[src/rtl/bomb_pkg.sv]
// bomb_pkg: shared constants and types for the bomb placement path.
package bomb_pkg;
  localparam int GRID_W    = 16;
  localparam int GRID_N    = 256;
  localparam int MAX_BOMBS = 4;
  typedef enum logic {ARB_IDLE, ARB_COOL} arb_state_t;
  typedef enum logic {P1 = 1'b0, P2 = 1'b1} player_t;
  typedef enum logic [1:0] {TILE_EMPTY, TILE_WALL, TILE_BOMB, TILE_FIRE} tile_state_t;
endpackage

[src/rtl/bomb_slot_tracker.sv]
// bomb_slot_tracker: per-player fuse slots, lowest-free-slot pick and live count.
module bomb_slot_tracker
  import bomb_pkg::*;
#(
  parameter int FUSE_TICKS = 61
) (
  input  logic       clk,
  input  logic       reset_n,
  input  logic       grant,
  input  logic [2:0] cap,
  output logic [2:0] live,
  output logic       full
);
  logic [6:0] cnt [MAX_BOMBS];
  logic [MAX_BOMBS-1:0] free, pick;
  always_comb begin
    live = '0;
    free = '0;
    for (int i = 0; i < MAX_BOMBS; i++) begin
      free[i] = cnt[i] == 7'd0;
      live = live + 3'(!free[i]);
    end
    pick = free & (~free + 4'd1);
    full = live >= cap;
  end
  always_ff @(posedge clk or negedge reset_n) begin
    if (!reset_n) begin
      for (int i = 0; i < MAX_BOMBS; i++) cnt[i] <= '0;
    end else begin
      for (int i = 0; i < MAX_BOMBS; i++)
        cnt[i] <= (grant && pick[i]) ? 7'(FUSE_TICKS) : cnt[i] - 7'(!free[i]);
    end
  end
endmodule

[src/rtl/bomb_put_arbiter.sv]
// bomb_put_arbiter: two-player bomb put arbitration (edge detect, cooldown, capacity, tile shadow, round-robin).
// Define BOMB_ARB_STATS_EN to add saturating grant/conflict counters.
module bomb_put_arbiter
  import bomb_pkg::*;
#(
  parameter int FUSE_TICKS = 61,
  parameter int COOLDOWN   = 4
) (
  input  logic              clk,
  input  logic              reset_n,
  input  logic              p1_req,
  input  logic              p2_req,
  input  logic [7:0]        p1_cor,
  input  logic [7:0]        p2_cor,
  input  logic [2:0]        p1_cap,
  input  logic [2:0]        p2_cap,
  input  logic [GRID_N-1:0] bomb_un_grid,
  input  logic [GRID_N-1:0] wall_occ,
  output logic              p1_put,
  output logic              p2_put,
  output logic [7:0]        p1_put_cor,
  output logic [7:0]        p2_put_cor,
  output logic              p1_deny,
  output logic              p2_deny,
`ifdef BOMB_ARB_STATS_EN
  output logic [7:0]        p1_grant_cnt,
  output logic [7:0]        p2_grant_cnt,
  output logic [7:0]        conflict_cnt,
`endif
  output logic [2:0]        p1_live,
  output logic [2:0]        p2_live
);
  localparam int CW = $clog2(COOLDOWN + 1);
  logic [1:0] req, req_q, rise, elig, grant, full, put, deny;
  logic [7:0] cor [2];
  logic [7:0] put_cor [2];
  logic [7:0] sh_cor [2];
  logic [1:0] sh_cnt [2];
  logic [2:0] cap [2];
  logic [2:0] live [2];
  logic [CW-1:0] cd [2];
  logic [CW-1:0] cd_n [2];
  arb_state_t st [2];
  arb_state_t st_n [2];
  player_t prio;
  logic started, conflict;
  assign req = {p2_req, p1_req};
  // started masks the first edge after reset so a held request is not seen as a rise
  assign rise = req & ~req_q & {2{started}};
  always_comb begin
    cor[0] = p1_cor;
    cor[1] = p2_cor;
    cap[0] = p1_cap == 3'd0 ? 3'd1 : p1_cap > 3'd4 ? 3'd4 : p1_cap;
    cap[1] = p2_cap == 3'd0 ? 3'd1 : p2_cap > 3'd4 ? 3'd4 : p2_cap;
    for (int i = 0; i < 2; i++)
      elig[i] = st[i] == ARB_IDLE && !wall_occ[cor[i]] && !bomb_un_grid[cor[i]] && !full[i]
             && !(sh_cnt[0] != 2'd0 && sh_cor[0] == cor[i])
             && !(sh_cnt[1] != 2'd0 && sh_cor[1] == cor[i]);
    conflict = &rise && &elig && cor[0] == cor[1];
    grant[0] = rise[0] && elig[0] && !(conflict && prio == P2);
    grant[1] = rise[1] && elig[1] && !(conflict && prio == P1);
    for (int i = 0; i < 2; i++) begin
      st_n[i] = st[i] == ARB_IDLE ? (grant[i] ? ARB_COOL : ARB_IDLE)
                                  : (cd[i] == CW'(1) ? ARB_IDLE : ARB_COOL);
      cd_n[i] = grant[i] ? CW'(COOLDOWN) : cd[i] - CW'(cd[i] != '0);
    end
  end
  for (genvar g = 0; g < 2; g++) begin : g_slot
    bomb_slot_tracker #(.FUSE_TICKS(FUSE_TICKS)) u_slot (
      .clk    (clk),
      .reset_n(reset_n),
      .grant  (grant[g]),
      .cap    (cap[g]),
      .live   (live[g]),
      .full   (full[g])
    );
  end
  // shadow covers the put cycle plus the two cycles after it
  always_ff @(posedge clk or negedge reset_n) begin
    if (!reset_n) begin
      started <= 1'b0;
      req_q   <= '0;
      put     <= '0;
      deny    <= '0;
      prio    <= P1;
      for (int i = 0; i < 2; i++) begin
        st[i]      <= ARB_IDLE;
        cd[i]      <= '0;
        put_cor[i] <= '0;
        sh_cor[i]  <= '0;
        sh_cnt[i]  <= '0;
      end
    end else begin
      started <= 1'b1;
      req_q   <= req;
      put     <= grant;
      deny    <= rise & ~grant;
      prio    <= conflict ? player_t'(~prio) : prio;
      for (int i = 0; i < 2; i++) begin
        st[i]      <= st_n[i];
        cd[i]      <= cd_n[i];
        put_cor[i] <= grant[i] ? cor[i] : put_cor[i];
        sh_cor[i]  <= grant[i] ? cor[i] : sh_cor[i];
        sh_cnt[i]  <= grant[i] ? 2'd3 : sh_cnt[i] - 2'(sh_cnt[i] != 2'd0);
      end
    end
  end
`ifdef BOMB_ARB_STATS_EN
  always_ff @(posedge clk or negedge reset_n) begin
    if (!reset_n) begin
      p1_grant_cnt <= '0;
      p2_grant_cnt <= '0;
      conflict_cnt <= '0;
    end else begin
      p1_grant_cnt <= p1_grant_cnt + 8'(grant[0] && p1_grant_cnt != 8'hff);
      p2_grant_cnt <= p2_grant_cnt + 8'(grant[1] && p2_grant_cnt != 8'hff);
      conflict_cnt <= conflict_cnt + 8'(conflict && conflict_cnt != 8'hff);
    end
  end
`endif
  assign p1_put     = put[0];
  assign p2_put     = put[1];
  assign p1_deny    = deny[0];
  assign p2_deny    = deny[1];
  assign p1_put_cor = put_cor[0];
  assign p2_put_cor = put_cor[1];
  assign p1_live    = live[0];
  assign p2_live    = live[1];
endmodule

[config.mk]
export PLATFORM = sky130hd
export DESIGN_NAME = bomb_put_arbiter
export DESIGN_NICKNAME = d
export VERILOG_FILES = /design/src/rtl/bomb_pkg.sv /design/src/rtl/bomb_slot_tracker.sv /design/src/rtl/bomb_put_arbiter.sv
export SDC_FILE = /design/constraint.sdc
export NUM_CORES = 1
export LEC_CHECK = 0
export ABC_CLOCK_PERIOD_IN_PS = 5500
export BUFFER_PORTS_ARGS = -buffer_cell sky130_fd_sc_hd__buf_2
export CELL_PAD_IN_SITES_DETAIL_PLACEMENT = 0
export CELL_PAD_IN_SITES_GLOBAL_PLACEMENT = 2
export CORE_AREA = 2 2 219 221
export CTS_CLUSTER_DIAMETER = 100
export DETAILED_ROUTE_END_ITERATION = 8
export DIE_AREA = 0 0 221 223
export PLACE_DENSITY = 0.8
export SETUP_SLACK_MARGIN = 0.2
export SYNTH_ARGS = -nofsm -noshare
export SYNTH_HDL_FRONTEND = slang
export SYNTH_HIERARCHICAL = 1
export SYNTH_SLANG_ARGS = --single-unit
[constraint.sdc]
create_clock -name clk -period 5.5 [get_ports clk]
set_clock_uncertainty 0.05 [all_clocks]
set_input_delay 0.825 -clock clk [delete_from_list [all_inputs] [get_ports clk]]
set_output_delay 0.825 -clock clk [all_outputs]
set_load 0.005 [all_outputs]
# Word-level counts from Yosys, hierarchy flattened
# Cells that the tools add are included.
[op_classes]
addsub = 20
magnitude_cmp = 6
eq_ne = 7
muxes = 30
n_bitwise = 12
n_reduce_logical = 66
[op_table]
columns = ["operator", "n"]
rows = [
  ["$logic_not 7->1", 8],
  ["$mux 7", 8],
  ["$sub 7x1->7", 8],
  ["$eq 8x8->1", 5],
  ["$bmux 1 s8", 4],
  ["$logic_and 1x1->1", 30],
  ["$logic_not 1->1", 20],
  ["$lt 8x9->1 const B", 2],
  ["$mux 3", 6],
  ["$add 3x1->3", 4],
  ["$mux 1", 10],
  ["$add 4x1->4 const B", 2],
  ["$and 4x4->4", 2],
  ["$not 4->4", 2],
  ["$and 2x2->2", 3],
  ["$eq 3x1->1 const B", 2],
  ["$ge 3x3->1", 2],
  ["$gt 3x3->1 const B", 2],
  ["$logic_not 3->1", 2],
  ["$reduce_bool 3->1", 2],
  ["$sub 3x1->3", 2],
  ["$add 1x1->2", 2],
  ["$mux 2", 2],
  ["$not 2->2", 2],
  ["4 further kinds", 9],
]
[word_totals]
regBits = 92
input_bits = 538
out_inout_bits = 26
elab_cells = 162

# Longest topological paths before layout
# Gate-level depths: netlist of the first run.
[logic_depth]
depth_word = 18
mapped_depth = 21
mapped_depth_nobuf = 18

# By module
# Netlist of the first run, hierarchy kept.
[modules_own_cells]
columns = ["module", "instances", "cells_per_inst", "area_each_um2", "seq_area_each_um2"]
rows = [
  ["bomb_put_arbiter", 1, 1023, 7866.3, 900.9],
  ["bomb_slot_tracker at g_slot[1].u_slot", 1, 146, 1532.7, 700.7],
  ["bomb_slot_tracker at g_slot[0].u_slot", 1, 148, 1526.5, 700.7],
]

# Worst setup path before layout of the first run
# OpenSTA, ideal clock, no wires.
[synth_path]
path_type = "register -> register"
startpoint = "register g_slot[1].u_slot/cnt[2] in the netlist's numbering"
endpoint = "register g_slot[1].u_slot/cnt[6] in the netlist's numbering"
setup_ns = 0.117
t_arrival_ns = 4.826
required_time_ns = 5.333
slack_ns = 0.507
path_stages_with_launch = 20
path_buffers = 3
period_less_slack_ns = 4.993
path_cell_list = "dfrtp_1 or4_4 or4_4 fa_1 ha_1 ha_1 ha_1 a21o_1 a21o_1 nor3_1 o211ai_1 a41oi_1 and3_4 o21a_1 buf_6 buf_8 clkbuf_1 a21boi_0 nand4b_4 and2_4"
[synth_via]
elab_chain_cells = 16
elab_cells_between_ends = 21
classes_between = "add/sub: 3; order compare: 1; mux: 1; bitwise: 2; reduce/logical: 14"
[synth_lines]
columns = ["element", "line_no", "source"]
rows = [
  ["from (decl)", "bomb_slot_tracker.sv:14", "logic [6:0] cnt [MAX_BOMBS];"],
  ["from (signal, indexed assignment)", "bomb_slot_tracker.sv:31", "cnt[i] <= (grant && pick[i]) ? 7'(FUSE_TICKS) : cnt[i] - 7'(!free[i]);"],
  ["$logic_not 7->1 (*)", "bomb_slot_tracker.sv:20", "free[i] = cnt[i] == 7'd0;"],
  ["$logic_not 1->1 (*)", "bomb_slot_tracker.sv:21", "live = live + 3'(!free[i]);"],
  ["$add 3x1->3 (*)", "bomb_slot_tracker.sv:21", ""],
  ["via p2_live[1]", "bomb_put_arbiter.sv:31", "output logic [2:0] p2_live"],
  ["$ge 3x3->1 (*)", "bomb_slot_tracker.sv:24", "full = live >= cap;"],
  ["via full[1]", "bomb_put_arbiter.sv:34", "logic [1:0] req, req_q, rise, elig, grant, full, put, deny;"],
  ["$logic_not 1->1 (*)", "bomb_put_arbiter.sv:56", "elig[i] = st[i] == ARB_IDLE && !wall_occ[cor[i]] && !bomb_un_grid[cor[i]] && !full[i]"],
  ["$logic_and 1x1->1 (*)", "bomb_put_arbiter.sv:56", ""],
  ["[... 2 more ...]", "-", ""],
  ["$reduce_and 2->1", "bomb_put_arbiter.sv:59", "conflict = &rise && &elig && cor[0] == cor[1];"],
  ["$logic_and 1x1->1 (2 in series)", "bomb_put_arbiter.sv:59", ""],
  ["$logic_and 1x1->1", "bomb_put_arbiter.sv:61", "grant[1] = rise[1] && elig[1] && !(conflict && prio == P1);"],
  ["$logic_not 1->1", "bomb_put_arbiter.sv:61", ""],
  ["$logic_and 1x1->1 (*)", "bomb_put_arbiter.sv:61", ""],
  ["via grant[1]", "bomb_put_arbiter.sv:34", ""],
  ["$logic_and 1x1->1 (*)", "bomb_slot_tracker.sv:31", ""],
  ["$mux 7 (*)", "bomb_slot_tracker.sv:31", ""],
]
# Mark *: on every way through the listed nets, which the timed path passes. The rest lies on a longest branch.
# A chain may end at the register's enable or synchronous reset.

# Worst setup path in the final report of the first run
[layout_path]
startpoint = "register g_slot[1].u_slot/cnt[2] in the netlist's numbering"
endpoint = "register g_slot[1].u_slot/cnt[6] in the netlist's numbering"
[layout_via]
elab_chain_cells = 16
elab_cells_between_ends = 21
classes_between = "add/sub: 3; order compare: 1; mux: 1; bitwise: 2; reduce/logical: 14"
[layout_lines]
columns = ["element", "line_no", "source"]
rows = [
  ["$logic_not 7->1 (*)", "bomb_slot_tracker.sv:20", ""],
  ["$logic_not 1->1 (*)", "bomb_slot_tracker.sv:21", ""],
  ["$add 3x1->3 (*)", "bomb_slot_tracker.sv:21", ""],
  ["$ge 3x3->1 (*)", "bomb_slot_tracker.sv:24", ""],
  ["via full[1]", "bomb_put_arbiter.sv:34", ""],
  ["$logic_not 1->1 (*)", "bomb_put_arbiter.sv:56", ""],
  ["$logic_and 1x1->1 (*)", "bomb_put_arbiter.sv:56", ""],
  ["$logic_and 1x1->1 (*)", "bomb_put_arbiter.sv:57", "&& !(sh_cnt[0] != 2'd0 && sh_cor[0] == cor[i])"],
  ["$logic_and 1x1->1 (*)", "bomb_put_arbiter.sv:58", "&& !(sh_cnt[1] != 2'd0 && sh_cor[1] == cor[i]);"],
  ["$reduce_and 2->1", "bomb_put_arbiter.sv:59", ""],
  ["$logic_and 1x1->1 (2 in series)", "bomb_put_arbiter.sv:59", ""],
  ["$logic_and 1x1->1", "bomb_put_arbiter.sv:61", ""],
  ["$logic_not 1->1", "bomb_put_arbiter.sv:61", ""],
  ["$logic_and 1x1->1 (*)", "bomb_put_arbiter.sv:61", ""],
  ["$logic_and 1x1->1 (*)", "bomb_slot_tracker.sv:31", ""],
  ["$mux 7 (*)", "bomb_slot_tracker.sv:31", ""],
]
# Marks and branches as above.

==> impl_metrics.tcl, run 1 <==
set metrics [dict create \
    syn_to_final_growth_pct 34.41 \
    ant_nets 0 \
    start_util_pct 23.17 \
    grt_start_max_net_pins 102 \
    nets 2407 \
    cts_buffers 9 \
    total_power_mw 2.647 \
    critPathLaunchType "flip-flop" \
    grt_overflow_total 0 \
    root_buffer "clkbuf_16" \
    synth_top_area_share_pct 21.07 \
    fin_crit_sh_pct 90.22 \
    finalHoldViolations 0 \
    rr_endpoint "g_slot[1].u_slot/cnt[6]$_DFF_PN0_" \
    port_buffers 563 \
    clock-sinks 92 \
    coreArea_um2 47150 \
    wire_per_inst_um 26.35 \
    synthFlopType "dfrtp_1" \
    syn_nets 1891 \
    yosys-top-cells-area "dfrtp_1 (21%), mux4_2 (15%), nor2_1 (8.5%)" \
    ys_ff_latch 92 \
    synth_area_per_cell_um2 8.296 \
    synth_cells 1317 \
    slew_violations 0 \
    ir_drop_v 0.0001791 \
    rsz0062_at_grt "false" \
    num_rows 80 \
    clockBufferDepth 2 \
    clock_latency_ns 0.35 \
    synth-seq-area-share_pct 21.07 \
    grt_pass1_vias 13440 \
    relSlewSlack_pct 38.80 \
    synth_edf_count 0 \
    drtIter0Drc 1016 \
    cp-end-kind "flip-flop" \
    final_cells 2490 \
    tightest_slew_ns 0.9180 \
    status "complete, no violations" \
    netlist_area_um2 10930 \
    p_per_area_nw_per_um2 180.3 \
    antenna_found_initial 69 \
    htree_levels 3 \
    yosys_warnings 6 \
    yosysUniqueCellTypes 88 \
    ctsHoldBuffers 0 \
    dieWidth_um 221 \
    post-route-min-period_ns 4.962 \
    chipHeight_um 223 \
    drive_gt1_share_pct 39.61 \
    hp-class "input port to async pin" \
    rr_startpoint "g_slot[1].u_slot/cnt[2]$_DFF_PN0_" \
    via_count 13240 \
    r2r_setup_slack_ns 0.54 \
    drtPass1Iterations 5 \
    drc 0 \
    vias_per_cell 5.317 \
    grt.total_usage_pct 25.79 \
    finalSetupTns_ns 0 \
    fmax_mhz 201.5 \
    critical_path_required_ns 5.69 \
    crit_arrival_ns 5.16 \
    hpwl_mm 55.35 \
    ctsResizeCount 0 \
    io_pins 564 \
    worstPathMaxFanout 7 \
    cts_tree "done" \
    final-setup-viol-count 0 \
    crit_type "flip-flop to flip-flop" \
    yosysTopAreaCell "dfrtp_1" \
    worstRegToRegCells 16 \
    leakagePower_nw 6.401 \
    cts_setup_buffers 0 \
    fp.dieArea_um2 49280 \
    async_reset_ff_share_pct 100.0 \
    grt_first_pass_wirelength_mm 92.87 \
    clkTransAtPathRegs_ns 0.07 \
    place.gp.congestion 0.9564 \
    routed_wl_mm 65.61 \
    maxCapViolCount 0 \
    dp_cells 2437 \
]
[cell families after synthesis]
family / count (synthesis) / synth area share (%)
XOR/XNOR: 81 / 6.493
buffers and inverters: 136 / 6.596
AO/OA/AOI/OAI: 256 / 16.28
AND/OR/NAND/NOR: 616 / 27.75
adder cells (fa/ha/maj): 36 / 4.260
flip-flops: 92 / 21.07
other: 1 / 0.03432
multiplexers: 99 / 17.51
[metrics by stage]
step / util [%] / hold slack [ns] / instance area (µm²) / setup slack (ns)
4_1_cts: 30.95 / 0.3786 / 14590 / 0.4659
3_3_place_gp: 30.21 / 0.4108 / 14240 / 0.6211
5_1_grt: 31.02 / 0.3911 / 14630 / 0.2993
2_1_floorplan: - / 0.4007 / 10930 / 0.5075
6_report: 31.15 / 0.3627 / 14690 / 0.5377
3_5_place_dp: 30.21 / 0.4239 / 14240 / 0.4872
[final cells by class]
type                       count  area (µm²)
sequential                    92        2302
tap                          615       769.5
fill                        5193       32460
antenna                       37       92.59
clock inverter                 7       123.9
timing repair buffer         592        3085
inverter                      49       183.9
multi-input combinational   1089        7903
clock buffer                   9       225.2
[state kept, by name, summed over array words and instances, names as in the netlist, 2 cells and up]
| signal | flops |
|---|---|
| sh_cnt | 4 |
| sh_cor | 16 |
| g_slot.u_slot/cnt | 56 |
| cd | 6 |
| deny | 2 |
| put | 2 |
| req_q | 2 |
| st | 2 |
[placed cells by master, fill, tap and decap left out, types with 11 or more instances in the layout]
master     count
buf_2        558
nand3_1       13
nor3_1       130
nor4_1        20
a2111oi_0     11
mux2_2        17
nand2b_1      14
nor2_1       247
a31oi_1       12
inv_1         46
o21ai_0       28
xnor2_1       53
dfrtp_1       92
nor2b_1       12
a21o_1        12
ha_1          34
xor2_1        28
nand2_1       76
nand4_1       14
diode_2       37
a211oi_1      40
buf_4         31
mux4_2        71
a21oi_1       69
nor3b_1       23
[synthesized netlist by cell type, types with 6 or more instances]
master	count
nor2_1	247
nor3_1	130
dfrtp_1	92
nand2_1	76
mux4_2	71
a21oi_1	69
xnor2_1	53
inv_1	46
buf_2	42
a211oi_1	40
ha_1	34
o21ai_0	28
xor2_1	28
nor3b_1	23
nor4_1	20
mux2_2	17
clkbuf_1	15
buf_4	14
nand2b_1	14
nand4_1	14
nand3_1	13
a21o_1	12
a31oi_1	12
nor2b_1	12
a2111oi_0	11
buf_6	11
o211ai_1	10
and3_1	9
a22oi_1	8
or3_1	8
mux2i_1	7
o31ai_1	7
o22ai_1	6
or4_1	6
[how the worst max path moves through the flow]
stage / endpoint / slack (ns) / startpoint
finish: g_slot[1].u_slot/cnt[6]$_DFF_PN0_ / 0.54 / g_slot[1].u_slot/cnt[2]$_DFF_PN0_
global route: g_slot[0].u_slot/cnt[13]$_DFF_PN0_ / 0.30 / g_slot[0].u_slot/cnt[24]$_DFF_PN0_
CTS: g_slot[1].u_slot/cnt[6]$_DFF_PN0_ / 0.47 / g_slot[1].u_slot/cnt[2]$_DFF_PN0_
detailed placement: g_slot[1].u_slot/cnt[6]$_DFF_PN0_ / 0.49 / g_slot[1].u_slot/cnt[2]$_DFF_PN0_
global placement: g_slot[1].u_slot/cnt[6]$_DFF_PN0_ / 0.62 / g_slot[1].u_slot/cnt[2]$_DFF_PN0_
floorplan: g_slot[1].u_slot/cnt[6]$_DFF_PN0_ / 0.51 / g_slot[1].u_slot/cnt[2]$_DFF_PN0_
[critical path, cell delays in order, from the launching register on]
cell and delay, ns:
dfrtp_1 0.41, or4_4 0.55, or4_4 0.44, fa_1 0.49, ha_1 0.20, ha_1 0.31
ha_1 0.28, a21o_1 0.15, a21o_1 0.20, nor3_1 0.23, o211ai_1 0.15, a41oi_1 0.18
and3_4 0.24, o21a_1 0.18, a21boi_0 0.41, nand4b_4 0.21, and2_4 0.18
[report_power, final]
| group | switching [mW] | internal (mW) |
|---|---|---|
| clock network | 0.274 | 0.447 |
| registers | 0.0948 | 0.758 |
| logic | 0.569 | 0.504 |
| total | 0.938 | 1.71 |
[per-layer routing]
metal	vias up	global-route usage, %	share of wire [%]
met5	-	0	0.32
met2	655	45.28	49
met4	30	6.971	2.9
met1	6417	31.51	39
li1	5992	-	-
met3	146	6.058	8.4
Power figures use the tool's default switching activity.
==> inputs of run 2 (changes only) <==
ABC_AREA = 1   (was unset)
CORE_AREA = unset   (was 2 2 219 221)
CORE_MARGIN = 2   (was unset)
CORE_UTILIZATION = 25   (was unset)
DIE_AREA = unset   (was 0 0 221 223)
PLACE_DENSITY = 0.87   (was 0.8)
==> impl_metrics.tcl, run 2 <==
set metrics [dict create \
    io_pins 564 \
    p_per_area_nw_per_um2 154.4 \
    switchingPower_mw 1.282 \
    crit_type "flip-flop to flip-flop" \
    slew_violations 0 \
    seq_area_um2 2302 \
    maxCapViolCount 0 \
    pwr-share-clk_pct 23.3 \
    cp-end-kind "flip-flop" \
    fmax_mhz 210.7 \
    yosys-top-cells-area "nand2_1 (21%), nand3_1 (17%), dfrtp_1 (15%)" \
    dp_cells 4105 \
    fillCellCount 7128 \
    cts_buffers 9 \
    relSlewSlack_pct 35.17 \
    p_int_mw 1.685 \
    leakagePower_nw 9.972 \
    yosys_warnings 6 \
    fp.dieArea_um2 64160 \
    routed_wl_mm 89.49 \
    port_buffers 563 \
    cts_tree "done" \
    vias_per_cell 5.045 \
    ctsResizeCount 0 \
    finalSetupTns_ns 0 \
    largest_register_ffs 56 \
    seq_power_share_pct 27.8 \
    syn_nets 3445 \
    mostFrequentLayoutCells "nand2_1 (858), buf_2 (557), nand3_1 (532)" \
    grt_start_max_net_pins 134 \
    synth-seq-area-share_pct 14.82 \
    crit_arrival_ns 4.93 \
    nets 3853 \
    ctsHoldBuffers 0 \
    antenna_found_initial 41 \
    async_reset_ff_share_pct 100.0 \
    swShare_pct 43.21 \
    netlist_area_um2 15540 \
    tightest_slew_ns 0.9714 \
    htree_levels 3 \
    cts_setup_buffers 0 \
    syn_to_final_growth_pct 23.66 \
    drtIter0Drc 1979 \
    worstPathMaxFanout 16 \
    rsz0062_at_grt "false" \
    coreArea_um2 61600 \
    synth_edf_count 0 \
    ir_drop_v 0.0001517 \
    synthFlopType "dfrtp_1" \
    post-route-min-period_ns 4.746 \
    final-setup-viol-count 0 \
    start_util_pct 25.22 \
    finalHoldViolations 0 \
    clock_latency_ns 0.35 \
    num_rows 91 \
    clockBufferDepth 2 \
    critical_path_required_ns 5.68 \
    rr_endpoint "g_slot[1].u_slot/cnt[16]$_DFF_PN0_" \
    final_core_util_pct 31.19 \
    holdWs_ns 0.4276 \
    dpl_cell_area_um2 18800 \
    dieWidth_um 253.3 \
    fin_area_um2 19210 \
    crit_end "g_slot[1].u_slot/cnt[16]$_DFF_PN0_" \
    hpwl_mm 67.34 \
    grt_pass1_vias 19640 \
    final_cells 4154 \
    via_count 20960 \
    clkTransAtPathRegs_ns 0.07 \
    rr_startpoint "g_slot[0].u_slot/cnt[2]$_DFF_PN0_" \
    wire_per_inst_um 21.54 \
    ys_ff_latch 92 \
    cp-startpoint "g_slot[0].u_slot/cnt[2]$_DFF_PN0_" \
    worstRegToRegCells 20 \
    root_buffer "clkbuf_16" \
    multiInputGateArea_um2 10970 \
    clock-sinks 92 \
    regMostFlops "g_slot.u_slot/cnt" \
    status "complete, no violations" \
    critPathLaunchType "flip-flop" \
    power.share.combinational_pct 48.9 \
    synth_commonest_cells "nand2_1 (858), nand3_1 (532), inv_1 (299)" \
    yosysUniqueCellTypes 48 \
    layout_commonest_cell "nand2_1" \
    r2r_setup_slack_ns 0.75 \
    synth_top_area_share_pct 20.73 \
    synth_cells 2871 \
    fin_crit_sh_pct 86.30 \
    drc 0 \
    hp-class "flip-flop to flip-flop" \
    grt_first_pass_wirelength_mm 128.9 \
    grt.total_usage_pct 26.75 \
    drtPass1Iterations 5 \
    reg_top3 "g_slot.u_slot/cnt (56), sh_cor (16), cd (6)" \
    grt_overflow_total 0 \
    chipHeight_um 253.3 \
    drive_gt1_share_pct 21.41 \
    ant_nets 0 \
    place.gp.congestion 0.8876 \
    synth_area_per_cell_um2 5.412 \
    yosysMostFrequentCell "nand2_1" \
    yosysTopAreaCell "nand2_1" \
]
-- run 2: layout make-up --
| type | count | area share, % |
|---|---|---|
| Inverter | 310 | 6.121 |
| Multi-Input combinational cell | 2262 | 57.07 |
| Clock buffer | 9 | 1.172 |
| Tap cell | 837 | 5.451 |
| Clock inverter | 7 | 0.5470 |
| Timing Repair Buffer | 604 | 17.22 |
| Sequential cell | 92 | 11.98 |
| Antenna cell | 33 | 0.4298 |
-- run 2: worst min-delay path by stage --
stage                        startpoint                  end  slack (ns)  cells after the start
detailed placement  sh_cnt[2]$_DFF_PN0_  sh_cnt[2]$_DFF_PN0_        0.42                      1
global route        sh_cnt[2]$_DFF_PN0_  sh_cnt[2]$_DFF_PN0_        0.45                      1
finish              sh_cnt[2]$_DFF_PN0_  sh_cnt[2]$_DFF_PN0_        0.43                      1
CTS                 sh_cnt[2]$_DFF_PN0_  sh_cnt[2]$_DFF_PN0_        0.43                      1
global placement    sh_cnt[2]$_DFF_PN0_  sh_cnt[2]$_DFF_PN0_        0.41                      1
floorplan           sh_cnt[2]$_DFF_PN0_  sh_cnt[2]$_DFF_PN0_        0.39                      1
-- run 2: routing by layer --
layer | wire, µm | GRT usage [%] | up-vias
met4 | 2601 | 10.70 | 12
met3 | 6574 | 4.132 | 123
met5 | 78 | 0 | -
li1 | - | - | 10220
met1 | 37910 | 34.60 | 9696
met2 | 42330 | 44.33 | 905
-- run 2: power groups by stage --
stage	Sequential (mW)	Combinational (mW)	Clock, mW
floorplan	0.811	0.822	0
global placement	0.836	1.44	0
detailed placement	0.835	1.44	0
CTS	0.823	1.44	0.710
global route	0.834	1.61	0.742
finish	0.824	1.45	0.692
-- run 2: through the flow --
step                power (mW)  setup slack [ns]
floorplan                1.633             1.618
global placement         2.275            0.7221
detailed placement       2.273            0.6078
CTS                      2.978            0.7369
global route             3.184            0.3475
finish                   2.967            0.7535
-- run 2: critical path: stages (launching register included) --
cell	delay, ns
dfrtp_1	0.41
nor2_2	0.17
nand2_2	0.08
nor2_4	0.16
inv_1	0.08
fa_1	0.48
ha_1	0.21
ha_1	0.32
ha_1	0.30
nand3_1	0.09
o211ai_1	0.13
nor3_1	0.25
nand2_1	0.08
a21oi_1	0.25
nand4_1	0.15
o21ai_2	0.54
inv_1	0.31
nand2_1	0.24
inv_1	0.09
a21oi_1	0.14
o21ai_0	0.11
-- run 2: logic make-up (layout without fill, tap and decap cells) --
group,count (synthesis),in the layout,synth area share [%]
AOI/OAI and AO/OA,454,454,17.09
xor gates and xnor gates,35,35,1.973
adders and majority gates,36,36,2.996
buffers and inverters,517,930,14.61
DFF,92,92,14.82
other,1,34,0.02414
and+or+nand+nor,1736,1736,48.49
